File: src/rtl/cpu_types_pkg.sv
// Shared CPU types: machine word, ALU opcodes, multiply sequencer state.
// Imported by the ALU interface, the multiply sequencer and its bench.
package cpu_types_pkg;

    typedef logic [31:0] word_t;

    typedef enum logic [3:0] {
        ALU_SLL,
        ALU_SRL,
        ALU_SRA,
        ALU_ADD,
        ALU_SUB,
        ALU_AND,
        ALU_OR,
        ALU_XOR,
        ALU_NOR,
        ALU_SLT,
        ALU_SLTU
    } aluop_t;

    typedef enum logic [1:0] {
        IDLE,
        RUN,
        DONE
    } mulstate_t;

    parameter int MUL_ITER = 32;

endpackage

File: src/rtl/alu_if.sv
// Shared ALU port bundle: operands and opcode in, result and flags out.
// Modports: alu (the ALU itself), tb (a block that borrows the ALU).
interface alu_if;
    import cpu_types_pkg::*;

    word_t  porta;
    word_t  portb;
    aluop_t op;
    word_t  out;
    logic   nf;
    logic   zf;
    logic   of;

    modport alu (
        input  porta, portb, op,
        output out, nf, zf, of
    );

    modport tb (
        output porta, portb, op,
        input  out, nf, zf, of
    );
endinterface

File: src/rtl/mul_seq.sv
// Iterative shift-and-add multiplier (low 32 bits) using the shared ALU.
// Ports: CLK, nRST (async low), start, mcand, mplier, busy, done,
// product, aluif (alu_if.tb). Option: MUL_EARLY_EXIT_EN stops RUN
// once the remaining multiplier bits are all zero.
import cpu_types_pkg::*;

module mul_seq (
    input  logic  CLK,
    input  logic  nRST,
    input  logic  start,
    input  word_t mcand,
    input  word_t mplier,
    output logic  busy,
    output logic  done,
    output word_t product,
    alu_if.tb     aluif
);

    localparam logic [4:0] CNT_LAST = 5'(MUL_ITER - 1);

    mulstate_t  state;
    word_t      a;
    word_t      b;
    word_t      acc;
    logic [4:0] cnt;
    logic       last;

    // Only the adder is borrowed; shifts stay local.
    always_comb begin
        aluif.porta = '0;
        aluif.portb = '0;
        aluif.op    = ALU_ADD;
        if (state == RUN) begin
            aluif.porta = acc;
            aluif.portb = b[0] ? a : '0;
        end
    end

`ifdef MUL_EARLY_EXIT_EN
    // No set bits left after this shift: the rest would add zero.
    assign last = (cnt == CNT_LAST) || ((b >> 1) == '0);
`else
    assign last = (cnt == CNT_LAST);
`endif

    assign product = acc;

    always_ff @(posedge CLK or negedge nRST) begin
        if (!nRST) begin
            state <= IDLE;
            a     <= '0;
            b     <= '0;
            acc   <= '0;
            cnt   <= '0;
            busy  <= 1'b0;
            done  <= 1'b0;
        end else begin
            unique case (state)
                IDLE: begin
                    if (start) begin
                        a     <= mcand;
                        b     <= mplier;
                        acc   <= '0;
                        cnt   <= '0;
                        busy  <= 1'b1;
                        state <= RUN;
                    end
                end
                RUN: begin
                    acc <= aluif.out;
                    a   <= a << 1;
                    b   <= b >> 1;
                    cnt <= cnt + 5'd1;
                    if (last) begin
                        busy  <= 1'b0;
                        done  <= 1'b1;
                        state <= DONE;
                    end
                end
                DONE: begin
                    done  <= 1'b0;
                    state <= IDLE;
                end
                default: begin
                    busy  <= 1'b0;
                    done  <= 1'b0;
                    state <= IDLE;
                end
            endcase
        end
    end

endmodule

File: src/flat_wrapper.sv
// flat-port wrapper written by rule: the top's interface ports become plain ports
module mul_seq_flat 
  (CLK, nRST, start, mcand, mplier, busy, done, product, aluif_porta, aluif_portb, aluif_op, aluif_out, aluif_nf, aluif_zf, aluif_of);
  alu_if aluif_i ();
  input  logic CLK;
  input  logic nRST;
  input  logic start;
  input  word_t mcand;
  input  word_t mplier;
  output logic busy;
  output logic done;
  output word_t product;
  output wire logic [$bits(aluif_i.porta)-1:0] aluif_porta;
  output wire logic [$bits(aluif_i.portb)-1:0] aluif_portb;
  output wire logic [$bits(aluif_i.op)-1:0] aluif_op;
  input wire logic [$bits(aluif_i.out)-1:0] aluif_out;
  input wire logic [$bits(aluif_i.nf)-1:0] aluif_nf;
  input wire logic [$bits(aluif_i.zf)-1:0] aluif_zf;
  input wire logic [$bits(aluif_i.of)-1:0] aluif_of;
  assign aluif_porta = aluif_i.porta;
  assign aluif_portb = aluif_i.portb;
  assign aluif_op = aluif_i.op;
  assign aluif_i.out = aluif_out;
  assign aluif_i.nf = aluif_nf;
  assign aluif_i.zf = aluif_zf;
  assign aluif_i.of = aluif_of;
  mul_seq u_core (.CLK(CLK), .nRST(nRST), .start(start), .mcand(mcand), .mplier(mplier), .busy(busy), .done(done), .product(product), .aluif(aluif_i));
endmodule
File: config.mk
export PLATFORM = sky130hd
export DESIGN_NAME = mul_seq_flat
export DESIGN_NICKNAME = d
export VERILOG_FILES = /design/src/rtl/cpu_types_pkg.sv /design/src/rtl/alu_if.sv /design/src/rtl/mul_seq.sv /design/src/flat_wrapper.sv
export SDC_FILE = /design/constraint.sdc
export NUM_CORES = 1
export LEC_CHECK = 0
export ABC_AREA = 1
export CORE_MARGIN = 2
export CORE_UTILIZATION = 49
export CTS_BUF_LIST = sky130_fd_sc_hd__clkbuf_8
export DETAILED_ROUTE_END_ITERATION = 8
export GPL_TIMING_DRIVEN = 0
export PLACE_DENSITY = 0.91
export SLEW_MARGIN = 20
export SYNTH_ARGS = -nofsm -noshare
export SYNTH_HDL_FRONTEND = slang
export SYNTH_SLANG_ARGS = --single-unit
File: constraint.sdc
create_clock -name CLK -period 3.92 [get_ports CLK]
set_clock_uncertainty 0.05 [all_clocks]
set_input_delay 0.784 -clock CLK [delete_from_list [all_inputs] [get_ports CLK]]
set_output_delay 0.784 -clock CLK [all_outputs]
set_load 0.1 [all_outputs]
==> summary.md <==
| Metric | Value |
|---|---|
| Crit path capture type | primary output |
| Slew HR | 0.301 |
| Mapped Cells | 668 |
| Worst hold slack | between 0.2 and 0.25 ns |
| Final Power | 0.00693 W |
| Ys flop type | dfrtp_1 |
| Status | completed |
| #FFs+latches synth | about 110 |
| Vias | between 5000 and 6000 |
| # setup viols final | 0 |
| Root Buffer | clkbuf_8 |
| Worst hold path class | in -> async |
| Initial antenna violation count | 0 |
| First-pass GRT wire length | 25200 um |
| Final hold vios | 0 |
| Tot GR Track Use | 0.279 |
| Critical Path Source Type | flip-flop |
| Crit-path leading delay family | buffers and inverters |
| Synth top cells by count | nand2_1 (227), nand3_1 (132), dfrtp_1 (105), nor2_1 (68), inv_1 (35) |
| Dpl hpwl | 11300 um |
| Crit Path Max Fanout | 10 |
| Clk sinks | 105 |
| Crit path largest cell delay | 1.17 ns |
| CTS tree | built |
| CP arrival | between 2 and 3 ns |
| Worst-path cell chain | inv_4 > nand2_8 > buf_4 > buf_2 > nor2_1 > clkdlybuf4s50_1 |
| Layout cells sized above 1 | 0.0827 |
| Final GP Congestion | 0.879 |
| Initial Util | 0.504 |
| VDD IR-drop max | 0.712 mV |
| Post-CTS Setup Inserts | 0 |
| Power Dens Cells | 920 nW/um^2 |
| Least-Margin Pin Slew | 1.05 ns |
| WS Path Type | reg -> out |
| Vias in the first global route | 5094 |
| Worst-case reg-to-reg path depth | 6 |
| RSZ-0062 raised after global routing | false |
| Vias/cell | 5.12 |
| Slowest stage cell, crit path | clkdlybuf4s50_1 |
| Largest net degree at the start of global routing | 71 |
| Max-cap violations | 0 |
| Hold buffers post-CTS | 0 |
| # DRC | 0 |
| 1st-iter DRT viols | 312 |
| Area post-placement | about 7300 sq um |
| Slew Viols, Final | 0 |
| Post-route cell area | 7530 sq um |
| Final Cycle Share | 0.907 |
| Clock Latency Late Sink | 0.37 ns |
| Syn avg cell area | ~7.7 sq um |
| Die Width | 107 um |
| Die height | 107 um |
| Synth async-reset ratio | 1.00 |
| Routed Antenna Nets | 0 |
| Non-filler instance count after layout | 1019 |
| Post-synth EDFFs | 0 |
| CP required | about 3 ns |
| Cell taking the most area after synthesis | dfrtp_1 |
| CTS H-Tree Depth | 3 |
| Post-Route WL | approximately 16000 um |
| Cell Area, Synth | between 5000 and 6000 sq um |
| Port bufs | 196 |
| R2r setup slk | about 2.4 ns |
| Area of the die | ~11000 sq um |
| Placed cell count | around 1000 |
| Cts bufs inserted | 9 |
| Layout overhead on the synthesized area | 45.6% |
| Min Clock Period, post-route | 3.56 ns |
| Drt pass-1 iters | 6 |
| IO Pins | 204 |
| Seq/Total Area, Yosys | 0.508 |
| Post_cts resized | 0 |
| Synth area leaders | dfrtp_1 (51%), nand2_1 (16%), nand3_1 (13%) |
| CTS clk-pin slew, worst paths | 0.11 ns |
| Cell row count | 37 |
| Count leader, synth | nand2_1 |
| CTS max path bufs | 2 |
| Grt ovf | 0 |
| Yosys warning count | 0 |
| Final net count | between 900 and 1000 |
| Antenna fix cells | 0 |
| Max Fclk | between 200 and 300 MHz |
| Synth top area share | 0.508 |
| Core Box Area | 10300 sq um |
| Wire per inst | 15.2 um |
| Leak | 3.62 nW |
| FF-to-FF End | u_core.busy$_DFFE_PN0P_ |
| Synth cell types | 20 |
| RR Startpoint | u_core.cnt[0]$_DFFE_PN0P_ |
| Buf+Inv Stages, Crit Path | 4 |
[state kept, by name, indices dropped and copies added (netlist names)]
signal          flops
u_core.a           32
u_core.b           32
u_core.busy         1
u_core.cnt          5
u_core.done         1
u_core.product     32
u_core.state        2
[logic make-up after synthesis]
logic type,share of synthesized area
flops,0.508
simple gates,0.357
compound gates,0.0372
buf+inv,0.0923
other cells,0.00145
fa+ha+maj,0.00483
[final cells by class]
class                      count  area [sq um]
timing repair buffer         197          1990
tap                          136           170
fill                         829          2740
buffer                        52           334
inverter                      37           144
clock buffer                  11           151
clock inverter                 5          38.8
sequential                   105          2630
multi-input combinational    476          2080
[per-stage QoR]
stage	TNS, ns	utilization	setup slack [ns]
6_report	0	0.733	0.363
4_1_cts	0	0.733	0.359
3_3_place_gp	-214.68	0.712	-2.05
5_1_grt	0	0.733	0.245
3_5_place_dp	0	0.715	0.773
2_1_floorplan	0	-	0.755
[how the worst max path moves through the flow]
stage / to / startpoint / slack (ns) / cells after the start
final: aluif_porta[22] / u_core.state[1]$_DFFE_PN0P_ / 0.36 / 6
after global routing: aluif_portb[18] / u_core.b[0]$_DFFE_PN0P_ / 0.24 / 5
after CTS: aluif_porta[22] / u_core.state[1]$_DFFE_PN0P_ / 0.36 / 6
after detailed placement: aluif_porta[22] / u_core.state[1]$_DFFE_PN0P_ / 0.77 / 6
after global placement: u_core.b[8]$_DFFE_PN0P_ / nRST / -2.05 / 1
after floorplan: aluif_porta[11] / u_core.product[11]$_DFFE_PN0P_ / 0.75 / 2
[power by group]
part           switching (W)  internal, W  leakage (nW)
combinational        0.00338      0.00112          2.21
sequential          0.000276      0.00149          1.31
clock               0.000398     0.000270        0.0959
[routing by layer]
layer | GRT usage | share of wire
met5 | 0 | 0
met3 | 0.0492 | 0.056
met1 | 0.373 | 0.42
met4 | 0.0891 | 0.017
met2 | 0.465 | 0.50
[cell usage in the layout, fill, tap and decap left out, drive strengths merged]
cell           count
nand3            132
clkbuf            14
nand4              1
clkdlybuf4s50    195
nand2            230
dfrtp            105
a21oi              1
a21o               1
ha                 2
clkinvlp           1
o21ai             36
clkinv             3
inv               38
conb               4
nor2              69
buf               51
(Power assumes the default switching activity.)
